`src/rtl/fmaalignpipe.sv`:
```
// fmaalignpipe: FMA addend alignment control, two register stages.
// Build option FMA_ALIGN_SAT_EN clamps ACnt to [0, 3NF+4].
module fmaalignpipe #(
    parameter int NE   = 11,
    parameter int NF   = 52,
    parameter int BIAS = 2**(NE-1)-1
) (
    input  logic          clk,
    input  logic          reset_n,
    input  logic          Flush,
    input  logic          InValid,
    output logic          InReady,
    input  logic [NE+1:0] Pe,
    input  logic [NE-1:0] Ze,
    input  logic          XZero,
    input  logic          YZero,
    input  logic          ZZero,
    output logic          OutValid,
    input  logic          OutReady,
    output logic [NE+2:0] ACnt,
    output logic          KillProd,
    output logic          KillZ,
    output logic [NE+1:0] Se
);

    localparam int W = NE + 3;
    localparam logic signed [W-1:0] KZLIM  = W'(3*NF+3);
    localparam logic signed [W-1:0] SATMAX = W'(3*NF+4);
    localparam logic [W-1:0]        ADDK   = W'(NF+2);

    typedef struct packed {
        logic [W-1:0]  raw;
        logic [NE+1:0] pe;
        logic [NE-1:0] ze;
        logic          xz;
        logic          yz;
        logic          zz;
    } s1_t;

    s1_t           s1_d;
    s1_t           s1_q;
    logic          v1;
    logic          v2;
    logic          en1;
    logic          en2;
    logic [W-1:0]  acnt_d;
    logic          kp_d;
    logic          kz_d;
    logic [NE+1:0] se_d;

    assign en2      = ~v2 | OutReady;
    assign en1      = ~v1 | en2;
    assign InReady  = en1;
    assign OutValid = v2;

    // S1 input: raw shift count from the sign-extended product exponent
    always_comb begin
        s1_d     = '0;
        s1_d.raw = {Pe[NE+1], Pe} - {3'b000, Ze} + ADDK;
        s1_d.pe  = Pe;
        s1_d.ze  = Ze;
        s1_d.xz  = XZero;
        s1_d.yz  = YZero;
        s1_d.zz  = ZZero;
    end

    // S2 input: kill decisions, sum exponent and (optionally clamped) count
    always_comb begin
        kp_d   = (s1_q.raw[W-1] & ~s1_q.zz) | s1_q.xz | s1_q.yz;
        kz_d   = (($signed(s1_q.raw) > KZLIM) & ~s1_q.xz & ~s1_q.yz)
                 | s1_q.zz;
        se_d   = kp_d ? {2'b00, s1_q.ze} : s1_q.pe;
        acnt_d = s1_q.raw;
`ifdef FMA_ALIGN_SAT_EN
        if (s1_q.raw[W-1]) begin
            acnt_d = '0;
        end else if ($signed(s1_q.raw) > SATMAX) begin
            acnt_d = SATMAX;
        end
`endif
    end

    // Stage valid bits; flush empties both stages
    always_ff @(posedge clk or negedge reset_n) begin
        if (!reset_n) begin
            v1 <= 1'b0;
            v2 <= 1'b0;
        end else if (Flush) begin
            v1 <= 1'b0;
            v2 <= 1'b0;
        end else begin
            if (en1) v1 <= InValid;
            if (en2) v2 <= v1;
        end
    end

    // S1 data register
    always_ff @(posedge clk or negedge reset_n) begin
        if (!reset_n) begin
            s1_q <= '0;
        end else if (en1) begin
            s1_q <= s1_d;
        end
    end

    // S2 data register driving the outputs
    always_ff @(posedge clk or negedge reset_n) begin
        if (!reset_n) begin
            ACnt     <= '0;
            KillProd <= 1'b0;
            KillZ    <= 1'b0;
            Se       <= '0;
        end else if (en2) begin
            ACnt     <= acnt_d;
            KillProd <= kp_d;
            KillZ    <= kz_d;
            Se       <= se_d;
        end
    end

endmodule
```
`config.mk`:
```
export PLATFORM = sky130hd
export DESIGN_NAME = fmaalignpipe
export DESIGN_NICKNAME = d
export VERILOG_FILES = /design/src/rtl/fmaalignpipe.sv
export SDC_FILE = /design/constraint.sdc
export NUM_CORES = 1
export LEC_CHECK = 0
export CORE_MARGIN = 2
export CORE_UTILIZATION = 40
export CTS_CLUSTER_SIZE = 8
export DETAILED_ROUTE_END_ITERATION = 10
export PLACE_DENSITY_LB_ADDON = 0.08
export SLEW_MARGIN = 20
export SYNTH_ARGS = -nofsm -noshare
export SYNTH_HDL_FRONTEND = slang
export SYNTH_SLANG_ARGS = --single-unit
```
`constraint.sdc`:
```
create_clock -name clk -period 1.85 [get_ports clk]
set_input_delay 0.2775 -clock clk [delete_from_list [all_inputs] [get_ports clk]]
set_output_delay 0.2775 -clock clk [all_outputs]
set_load 0.05 [all_outputs]
```
* Yosys cells after proc, flatten, opt, wreduce, memory -nomap -nowiden
Index checks and enable logic that the tools add are counted.
** Cells by class
- Reduce and logical (&&, ||, !) cells :: 2
- Order comparisons :: 1
- Add/sub/neg operators :: 2
- Bitwise operators :: 13
- Multiplexer cells :: 5
** Operator list (count)
- $add 14x6->14 const B :: 1
- $gt 14x9->1 const B :: 1
- $sub 13x12->14 :: 1
- $mux 13 :: 1
- $not 1->1 :: 5
- $or 1x1->1 :: 5
- $mux 1 :: 4
- $reduce_bool 2->1 :: 2
- $and 1x1->1 :: 3
** Word-level totals
- Output and inout bits :: 31
- Logic and storage cells :: 35
- Input port bits :: 32
- Bits in registers :: 72

* Longest topological paths before layout
Gate-level depths: netlist (run 1).
- Depth after elaboration :: 5
- Mapped depth :: 10

* Least setup slack after synthesis (run 1)
No wires, ideal clock.
- Path type :: input port to flip-flop
- Start point :: input port Pe[1]
- End point :: register s1_q, in the netlist acnt_d[11]
- Setup slack :: -364 ps
- Data arrival time :: 2087 ps
- Setup time :: 127 ps
- Cell stages on the path :: 10
- Cells stage by stage :: inv_1 > ha_1 > inv_1 > ha_1 > fa_1 > a211oi_2 > o211ai_2 > a41oi_2 > xor2_1 > a21oi_1
** Between the ends
- Longest elaborated chain between the ends :: 2
** RTL lines
- from (decl) :: RTL line 13 : input logic [NE+1:0] Pe,
- $sub 13x12->14 :: RTL line 59 : s1_d.raw = {Pe[NE+1], Pe} - {3'b000, Ze} + ADDK;
- $add 14x6->14 :: RTL line 59
- to (signal assigned) :: RTL line 100 : s1_q <= '0;
- to (signal assigned) :: RTL line 102 : s1_q <= s1_d;
- to (decl) :: RTL line 41 : s1_t s1_q;
No other way between the ends.
A chain may end at the register's enable or synchronous reset.

* Worst setup path after layout (run 1)
- Start point :: input port Ze[6]
- End point :: register s1_q, in the netlist acnt_d[11]
** Between the ends
- Longest elaborated chain between the ends :: 2
** RTL lines
- from (decl) :: RTL line 14 : input logic [NE-1:0] Ze,
- $sub 13x12->14 :: RTL line 59
- $add 14x6->14 :: RTL line 59
No other way between the ends.

==> results of run 1 <==
[per-stage QoR]
stage,std cells,util [%],setup slack [ns],power (mW),TNS [ns]
after floorplan,380,-,-0.1186,2.834,-0.2604
after detailed placement,559,51.19,-0.8508,3.367,-7.486
after global routing,580,56.71,-0.07324,4.939,-0.1830
after global placement,559,51.19,-0.8584,3.348,-7.385
final,580,56.71,0.01067,4.659,0
after CTS,578,55.49,-0.02639,4.666,-0.02639
[cells by family after synthesis]
family | count (synthesis) | synth area share, %
xor+xnor | 9 | 2.236
mux | 11 | 3.123
compound gates | 69 | 11.92
buf+inv | 41 | 5.855
fa+ha+maj | 24 | 8.730
flops | 72 | 51.10
simple gates | 154 | 17.03
[Yosys cell counts]
master	count	area (sq um)
nand2_1	132	495.5
dfrtp_1	72	1802
o21ai_0	35	175.2
inv_1	24	90.09
ha_1	23	287.8
a21oi_1	16	80.08
nor2_1	14	52.55
mux2i_1	11	110.1
clkbuf_1	7	26.28
xor2_1	6	52.55
buf_6	5	56.30
buf_2	4	20.02
o211ai_2	3	37.54
xnor2_1	3	26.28
a211oi_2	2	25.02
a21o_1	2	15.01
a31oi_1	2	12.51
nand3_1	2	10.01
o21ai_1	2	10.01
a21boi_1	1	7.510
a21o_2	1	8.760
a2bb2oi_1	1	8.760
a41oi_2	1	16.27
and2_1	1	6.260
and2_4	1	8.760
and3_2	1	7.510
clkbuf_8	1	13.76
fa_1	1	20.02
nand2b_1	1	6.260
nor2b_2	1	8.760
nor3_1	1	5.000
o211ai_1	1	7.510
o21ai_2	1	8.760
o31ai_1	1	7.510
[worst register-to-register path, cell delays in order (launching register included)]
cell	delay [ns]
dfrtp_1	0.36
nor2b_2	0.16
and2_4	0.19
clkinvlp_4	0.15
buf_4	0.19
buf_12	0.13
buf_12	0.12
nand2_1	0.07
nand2_1	0.05
[routing by layer]
metal,vias up,GRT usage [%]
li1,1406,-
met1,1325,21.33
met2,50,28.98
met3,12,3.722
met4,0,6.090
met5,-,0
[final timing paths]
path | to | slack (ns) | cells after the start
worst max-delay path | acnt_d[11]$_DFFE_PN0P_ | 0.01 | 9
max in group asynchronous | s1_q[14]$_DFFE_PN0P_ | 1.05 | 3
worst min register to register | ACnt[12]$_DFFE_PN0P_ | 0.47 | 2
min in group asynchronous | Se[9]$_DFFE_PN0P_ | 0.49 | 3
worst max register to register | s1_q[20]$_DFFE_PN0P_ | 0.32 | 8
worst min-delay path | s1_q[4]$_DFFE_PN0P_ | 0.14 | 3
[power by group through the flow]
stage / Clock [mW] / Combinational [mW] / Sequential (mW)
after floorplan: 0 / 0.465 / 2.37
after global placement: 0 / 1.37 / 1.98
after detailed placement: 0 / 1.38 / 1.99
after CTS: 1.24 / 1.47 / 1.95
after global routing: 1.33 / 1.62 / 1.99
final: 1.21 / 1.50 / 1.95
[layout make-up]
| cell class | instances | area (sq um) |
|---|---|---|
| Fill cell | 787 | 3739 |
| Sequential cell | 72 | 1802 |
| Multi-Input combinational cell | 267 | 1784 |
| Timing Repair Buffer | 94 | 883.3 |
| Clock buffer | 11 | 141.4 |
| Tap cell | 108 | 135.1 |
| Inverter | 24 | 106.4 |
| Clock inverter | 4 | 45.04 |
[state kept, by name, indices dropped and copies added, names as in the netlist]
register,flops
acnt_d,14
ACnt,14
s1_q,27
OutValid,1
v1,1
Se,13
KillProd,1
KillZ,1
[repair_timing]
item / in CTS / in global routing
hold endpoints to repair: 72 / 0
hold buffers: 1 / 0
setup endpoints to repair: 12 / 10
gates resized for setup: 47 / 24
setup buffers: 3 / 2
pin swaps: 21 / 20
==> reports/results.ini, run 1 <==
[sta]
finalClockSkew_ns=0.009686
finalCriticalPeriod_ns=1.839
hold_slack_ns=0.1429
hold_viol_final=0
rsz0062_at_grt=yes
max_freq_mhz=543.7
fin_crit_sh_pct=99.42
finalSetupViolCount=0
finalMaxSlewViolations=0
worstMarginPinSlew_ns=0.5108
relSlewSlack_pct=65.84

[place]
dp_hpwl_um=5273
port_buffers=62
gp_congestion=0.8543
placed_area_sq_mm=0.004420

[route]
wl_met3_um=265
via_per_inst=4.816
antenna_left=0
routedWlPerCell_um=13.34
wirelength_um=7737
dr.max_layer_used=met4
drt-initial-drc-count=72
dr.pass1.iters=4
wl_met2_um=3743
wl_met1_um=3597
drcViolationCount=0
num_vias=2793

[floorplan]
core_area_sq_mm=0.008636
row_count=34
die_area_sq_mm=0.009581
initial_core_util_pct=40.83
fp.dieW_um=97.89
fp.dieH_um=97.89
ioPinCount=63

[power_and_ir_drop]
peakVddDrop_uv=410.6
net-switching-power_mw=1.597
p_leak_nw=2.319
p_int_mw=3.062
p_comb_share_pct=32.2
p_seq_share_pct=41.9
sw_frac_of_total_pct=34.28
pwr-share-clk_pct=25.9
powerDensity_mw_per_mm2=951.5

[global_routing]
gr-total-overflow=0
grt_use_total_pct=17.01
grt_max_degree=73
grt_pass1_wl_um=13120
grt_pass1_vias=2796
antenna_found_initial=0

[synthesis]
syn_inst=380
ys_seq_area_share_pct=51.10
syn_area_per_cell_sq_um=9.279
yosys_warnings=0
syn_nets=436
syn_area_sq_mm=0.003526
yosys.cell_types.count=34
ys_ff_latch=72

[run_status]
status=complete, no violations

[finish]
nets=524
layout_common_cells=nand2_1, dfrtp_1, buf_4
finalInstanceArea_sq_mm=0.004897
final_common_cell=nand2_1
antenna_cells=0
syn_to_final_growth_pct=38.89
layout-drive-gt1-share_pct=23.52

[cts]
cts_buffers=9
cts_buffer_depth=2
path_clk_slew_ns=0.07
htreeDepth=3
cts_tree=done
clock_latency_ns=0.34
cts-root-buf=clkbuf_8
numClockSinks=72

[critical_path]
start_kind=primary input
slowest_delay_ns=0.48
arrival_ns=2.11
crit_start=Ze[6]
crit_family=compound AO/OA/AOI/OAI gates
crit_required_ns=2.12
crit-reg2reg-launch=OutValid$_DFFE_PN0P_
crit_fanout=3
critPathSlowestCell=clkdlybuf4s50_1
endpoint_kind=flop
path_cells=clkdlybuf4s50_1 > inv_2 > ha_4 > ha_4 > o211ai_2 > o211ai_2 > a41oi_2 > xor2_1 > a21oi_1
critPathBufInv=2
worstSetupPathType=primary input to flop

[worst_hold_path]
hold_path.class=primary input to flop
min-delay-start=Ze[1]

[flow_run]
drv_cap=0

Power figures use the tool's default switching activity.
==> run 2, diff against run 1 <==
--- a/config.mk
+++ b/config.mk
@@ -5,11 +5,12 @@
 export SDC_FILE = /design/constraint.sdc
 export NUM_CORES = 1
 export LEC_CHECK = 0
-export CORE_MARGIN = 2
+export CORE_MARGIN = 3
 export CORE_UTILIZATION = 40
 export CTS_CLUSTER_SIZE = 8
 export DETAILED_ROUTE_END_ITERATION = 10
 export PLACE_DENSITY_LB_ADDON = 0.08
+export SKIP_LAST_GASP = 1
 export SLEW_MARGIN = 20
 export SYNTH_ARGS = -nofsm -noshare
 export SYNTH_HDL_FRONTEND = slang
==> reports/results.ini, run 2 (synthesis results as in run 1) <==
[run_status]
status=finished, violations left
violations=negative setup slack

[place]
port_buffers=62  ; unchanged
place_inst=554  ; -0.89%
gp_congestion=0.7843  ; -8.2%
placed_area_sq_mm=0.004377  ; -0.99%
dp_hpwl_um=5432  ; +3.0%

[floorplan]
row_count=33  ; -2.9%
fp.dieW_um=99.89  ; +2.0%
ioPinCount=63  ; unchanged
fp.dieH_um=99.89  ; +2.0%
initial_core_util_pct=42.07  ; +1.2 points
core_area_sq_mm=0.008382  ; -2.9%
die_area_sq_mm=0.009977  ; +4.1%

[cts]
cts_tree=done
numClockSinks=72  ; unchanged
cts_buffer_depth=2  ; unchanged
htreeDepth=3  ; unchanged
cts_buffers=9  ; unchanged
cts-root-buf=clkbuf_8
clock_latency_ns=0.35  ; about the same
path_clk_slew_ns=0.08  ; about the same

[sta]
hold_viol_final=0  ; unchanged
finalSetupViolCount=1  ; +1
worstMarginPinSlew_ns=0.4989  ; -0.01191 ns
finalClockSkew_ns=0.006838  ; -0.002848 ns
finalMaxSlewViolations=0  ; unchanged
relSlewSlack_pct=66.63  ; +0.80 points
fin_crit_sh_pct=100.3  ; +0.89 points
max_freq_mhz=538.8  ; -0.89%
finalCriticalPeriod_ns=1.856  ; +0.01648 ns
rsz0062_at_grt=yes
fin_setup_tns_ns=-0.005808  ; -0.005808 ns
setup_ws_ns=-0.005808  ; -0.01648 ns

[global_routing]
grt_use_total_pct=16.23  ; -0.77 points
grt_max_degree=57  ; -22%
grt_pass1_vias=2697  ; -3.5%
grt_pass1_wl_um=12770  ; -2.7%
gr-total-overflow=0  ; unchanged
antenna_found_initial=0  ; unchanged

[finish]
syn_to_final_growth_pct=39.42
final_cells=574  ; -1.0%
regMostFlops=s1_q
multi_input_area_sq_mm=0.001814  ; +1.7%
fillers=759  ; -3.6%
largest_reg_flops=27  ; unchanged
final_common_cell=nand2_1
layout_common_cells=nand2_1, dfrtp_1, buf_4
layout-drive-gt1-share_pct=24.52  ; +1.0 points
nets=520  ; -0.76%
finalInstanceArea_sq_mm=0.004916  ; +0.38%
seq_area_sq_mm=0.001802  ; unchanged
antenna_cells=0  ; unchanged

[route]
dr.pass1.iters=4  ; unchanged
wirelength_um=7782  ; +0.58%
num_vias=2726  ; -2.4%
routedWlPerCell_um=13.56  ; +1.6%
via_per_inst=4.749  ; -1.4%
drcViolationCount=0  ; unchanged
antenna_left=0  ; unchanged
drt-initial-drc-count=54  ; -25%

[critical_path]
critPathBufInv=3  ; +1
crit_top_cell=ha_4
arrival_ns=2.09  ; -0.02 ns
crit_required_ns=2.09  ; -0.03 ns
crit_family=adder cells
crit_fanout=3  ; unchanged
critPathSlowestCell=fa_2
endpoint_kind=flop
path_cells=buf_8 > inv_12 > ha_4 > inv_2 > ha_4 > fa_2 > a211oi_4 > o211ai_2 > a41oi_2 > xor2_1 > a21oi_1
slowest_delay_ns=0.41  ; -0.07 ns
worstSetupPathType=primary input to flop
start_kind=primary input

[worst_hold_path]
hold_path.class=primary input to flop

[power_and_ir_drop]
powerDensity_mw_per_mm2=1013  ; +6.5%
p_leak_nw=2.275  ; -1.9%
peakVddDrop_uv=459.7  ; +12%

[flow_run]
drv_cap=0  ; unchanged

[run 2: cell type report]
| cell class | count | area share [%] |
|---|---|---|
| clock buffer | 11 | 2.876 |
| clock inverter | 5 | 2.113 |
| inverter | 24 | 2.163 |
| multi-input combinational | 267 | 36.91 |
| sequential | 72 | 36.65 |
| tap | 105 | 2.672 |
| timing repair buffer | 90 | 16.62 |
[run 2: through the flow]
step	hold slack [ns]	total power [mW]	util [%]	setup slack (ns)
final	0.1388	4.980	58.65	-0.005808
after global routing	0.1468	5.222	58.65	-0.06774
after CTS	0.1758	4.986	57.58	-0.004220
after detailed placement	0.3073	3.363	52.22	-0.8768
after global placement	0.3053	3.342	52.22	-0.8383
after floorplan	-0.01809	2.834	-	-0.1186
[run 2: worst paths after layout]
path / start / cells past startpoint / slack (ns) / end
setup / recovery: Pe[1] / 11 / -0.006 / acnt_d[11]$_DFFE_PN0P_
hold / removal: Ze[1] / 3 / 0.14 / s1_q[4]$_DFFE_PN0P_
setup reg to reg: acnt_d[13]$_DFFE_PN0P_ / 5 / 0.45 / Se[1]$_DFFE_PN0P_
hold reg to reg: acnt_d[1]$_DFFE_PN0P_ / 2 / 0.47 / acnt_d[1]$_DFFE_PN0P_
max in group asynchronous: reset_n / 3 / 1.14 / s1_q[6]$_DFFE_PN0P_
min in group asynchronous: reset_n / 3 / 0.45 / Se[11]$_DFFE_PN0P_
[run 2: timing repair]
item | in CTS | in global routing
gates resized for setup | 58 | 15
pin swaps | 23 | 14
hold buffers | 1 | 0
setup buffers | 3 | 0
hold endpoints to repair | 72 | 0
endpoints found under the setup margin | 11 | 7
[run 2: where the power goes]
group          internal, mW  leakage [nW]  total [mW]  switching [mW]
registers              1.81         0.845        1.95           0.146
logic                 0.608          1.31        1.51           0.900
clock network         0.933         0.124        1.52           0.585
[run 2: tightest hold or removal path, stage by stage]
cell and delay, ns:
buf_6 0.08, nand2_1 0.04, nand2_1 0.05
[run 2: per-layer routing]
metal	part of all wire, %	GRT usage (%)
met1	46	21.09
met2	48	26.37
met3	3.8	3.683
met4	1.8	6.408
met5	0	0
==> run 3, diff against run 2 <==
--- a/config.mk
+++ b/config.mk
@@ -9,6 +9,7 @@
 export CORE_UTILIZATION = 40
 export CTS_CLUSTER_SIZE = 8
 export DETAILED_ROUTE_END_ITERATION = 10
+export GPL_TIMING_DRIVEN = 0
 export PLACE_DENSITY_LB_ADDON = 0.08
 export SKIP_LAST_GASP = 1
 export SLEW_MARGIN = 20
==> reports/results.ini, run 3 (synthesis results as in run 1) <==
[finish]
nets=519  ; -0.19%
fin_util_pct=57.89  ; -0.76 points
regMostFlops=s1_q
finalInstanceArea_sq_mm=0.004852  ; -1.3%
layout_common_cells=nand2_1, dfrtp_1, clkdlybuf4s50_1
largest_reg_flops=27  ; unchanged
fillers=786  ; +3.6%
layout-drive-gt1-share_pct=19.66  ; -4.9 points
antenna_cells=0  ; unchanged
final_common_cell=nand2_1
final_cells=573  ; -0.17%
syn_to_final_growth_pct=37.62

[power_and_ir_drop]
p_leak_nw=2.246  ; -1.3%
power_mw=4.591  ; -7.8%
net-switching-power_mw=1.618  ; -0.78%
p_comb_share_pct=32.5  ; +2.2 points
powerDensity_mw_per_mm2=946.2  ; -6.6%
pwr-share-clk_pct=25.0  ; -5.5 points
p_seq_share_pct=42.5  ; +3.3 points
sw_frac_of_total_pct=35.24  ; +2.5 points
peakVddDrop_uv=385.2  ; -16%
p_int_mw=2.973  ; -11%

[global_routing]
gr-total-overflow=0  ; unchanged
grt_pass1_wl_um=14570  ; +14%
grt_max_degree=39  ; -32%
antenna_found_initial=0  ; unchanged
grt_use_total_pct=18.77  ; +2.5 points
grt_pass1_vias=2843  ; +5.4%

[sta]
relSlewSlack_pct=57.72  ; -8.9 points
setup_ws_ns=0.03615  ; +0.04196 ns
fin_crit_sh_pct=98.05  ; -2.3 points
finalMaxSlewViolations=0  ; unchanged
finalSetupViolCount=0  ; -1
rsz0062_at_grt=yes
max_freq_mhz=551.3  ; +2.3%
hold_viol_final=0  ; unchanged
fin_setup_tns_ns=0  ; +0.005808 ns
finalCriticalPeriod_ns=1.814  ; -0.04196 ns
hold_slack_ns=0.1390  ; +0.0001860 ns
worstMarginPinSlew_ns=0.6342  ; +0.1353 ns
finalClockSkew_ns=0.01181  ; +0.004968 ns

[worst_hold_path]
hold_path.class=primary input to flop

[critical_path]
path_cells=clkdlybuf4s15_2 > ha_4 > inv_2 > ha_1 > a211oi_2 > o211ai_2 > a31oi_1 > xor2_1 > o21ai_1
endpoint_kind=flop
crit_fanout=3  ; unchanged
crit_required_ns=2.08  ; about the same
crit_family=compound AO/OA/AOI/OAI gates
critPathSlowestCell=ha_1
start_kind=primary input
arrival_ns=2.05  ; -0.04 ns
critPathBufInv=2  ; -1
slowest_delay_ns=0.31  ; -0.10 ns
r2r_slack_ns=0.25  ; -0.20 ns
worstSetupPathType=primary input to flop

[cts]
cts_buffer_depth=2  ; unchanged
cts_tree=done
cts-root-buf=clkbuf_8
htreeDepth=3  ; unchanged
clock_latency_ns=0.35  ; about the same
path_clk_slew_ns=0.07  ; about the same
numClockSinks=72  ; unchanged
cts_buffers=9  ; unchanged

[place]
dp_hpwl_um=6007  ; +11%
port_buffers=62  ; unchanged
gp_congestion=0.8141  ; +3.8%
place_inst=548  ; -1.1%
post-place-ws_ns=-0.9354  ; -0.05863 ns
placed_area_sq_mm=0.004335  ; -0.94%

[route]
drcViolationCount=0  ; unchanged
via_per_inst=4.923  ; +3.7%
drt-initial-drc-count=115  ; +110%
num_vias=2821  ; +3.5%
dr.pass1.iters=4  ; unchanged
antenna_left=0  ; unchanged
wirelength_um=8512  ; +9.4%
routedWlPerCell_um=14.86  ; +9.6%

[floorplan]
core_area_sq_mm=0.008382  ; unchanged
initial_core_util_pct=42.07  ; unchanged
fp.dieW_um=99.89  ; unchanged
ioPinCount=63  ; unchanged
die_area_sq_mm=0.009977  ; unchanged
fp.dieH_um=99.89  ; unchanged
row_count=33  ; unchanged

[flow_run]
drv_cap=0  ; unchanged

[run_status]
status=complete, no violations

==> run 3: changes by cell type in the layout (fill, tap and decap cells not counted), moves of 3 or more <==
cell / previous run / this run
buf_2: 2 / 5
buf_4: 39 / 10
buf_6: 1 / 5
bufinv_16: 3 / 0
clkbuf_1: 1 / 10
clkdlybuf4s50_1: 33 / 41
dlymetal6s2s_1: 0 / 4
inv_1: 13 / 10
inv_2: 9 / 13
==> run 3: what timing repair did <==
| action | CTS | global route |
|---|---|---|
| endpoints found under the setup margin | 12 | 7 |
| buffers inserted | 7 | 2 |
| resized for setup | 73 | 13 |
| pin swaps | 24 | 12 |
| hold buffers | 1 | 0 |
| endpoints found under the hold margin | 34 | 0 |
==> run 3: area by class of cell <==
class                   count  area, sq um  share of cell area [%]
multi-input cells         267         1812                   37.34
flip-flops and latches     72         1802                   37.13
repair buffers             73        723.2                   14.90
clock buffers              14        162.7                   3.352
well taps                 105        131.4                   2.708
plain buffers              16        105.1                   2.166
inverters                  24        102.6                   2.114
clock inverters             2        13.76                  0.2837
==> run 3: power by group through the flow <==
stage | registers, mW | logic (mW) | clock network [mW]
floorplan | 2.37 | 0.465 | 0
global placement | 1.98 | 1.34 | 0
detailed placement | 1.99 | 1.35 | 0
CTS | 1.95 | 1.48 | 1.17
global route | 1.99 | 1.62 | 1.25
finish | 1.95 | 1.49 | 1.15
==> run 3: layer usage <==
layer  GRT usage [%]  share of wire [%]  routed length (um)
met1           26.31                 47                4006
met5               0                  0                   0
met2           29.40                 47                3986
met3           4.309                4.6                 390
met4           5.042                1.5                 128
==> run 3: final timing paths <==
path	end	startpoint	depth (start not counted)
min	s1_q[4]$_DFFE_PN0P_	Ze[1]	3
max	acnt_d[12]$_DFFE_PN0P_	Ze[2]	9
max in group asynchronous	acnt_d[0]$_DFFE_PN0P_	reset_n	3
min in group asynchronous	Se[10]$_DFFE_PN0P_	reset_n	2
max reg2reg	s1_q[6]$_DFFE_PN0P_	OutValid$_DFFE_PN0P_	5
min reg2reg	ACnt[1]$_DFFE_PN0P_	ACnt[1]$_DFFE_PN0P_	2
==> run 3: worst min-delay path, delay by kind of cell <==
kind                   cells  cell delay [ns]
buffers and inverters      1             0.08
and+or+nand+nor            2             0.10
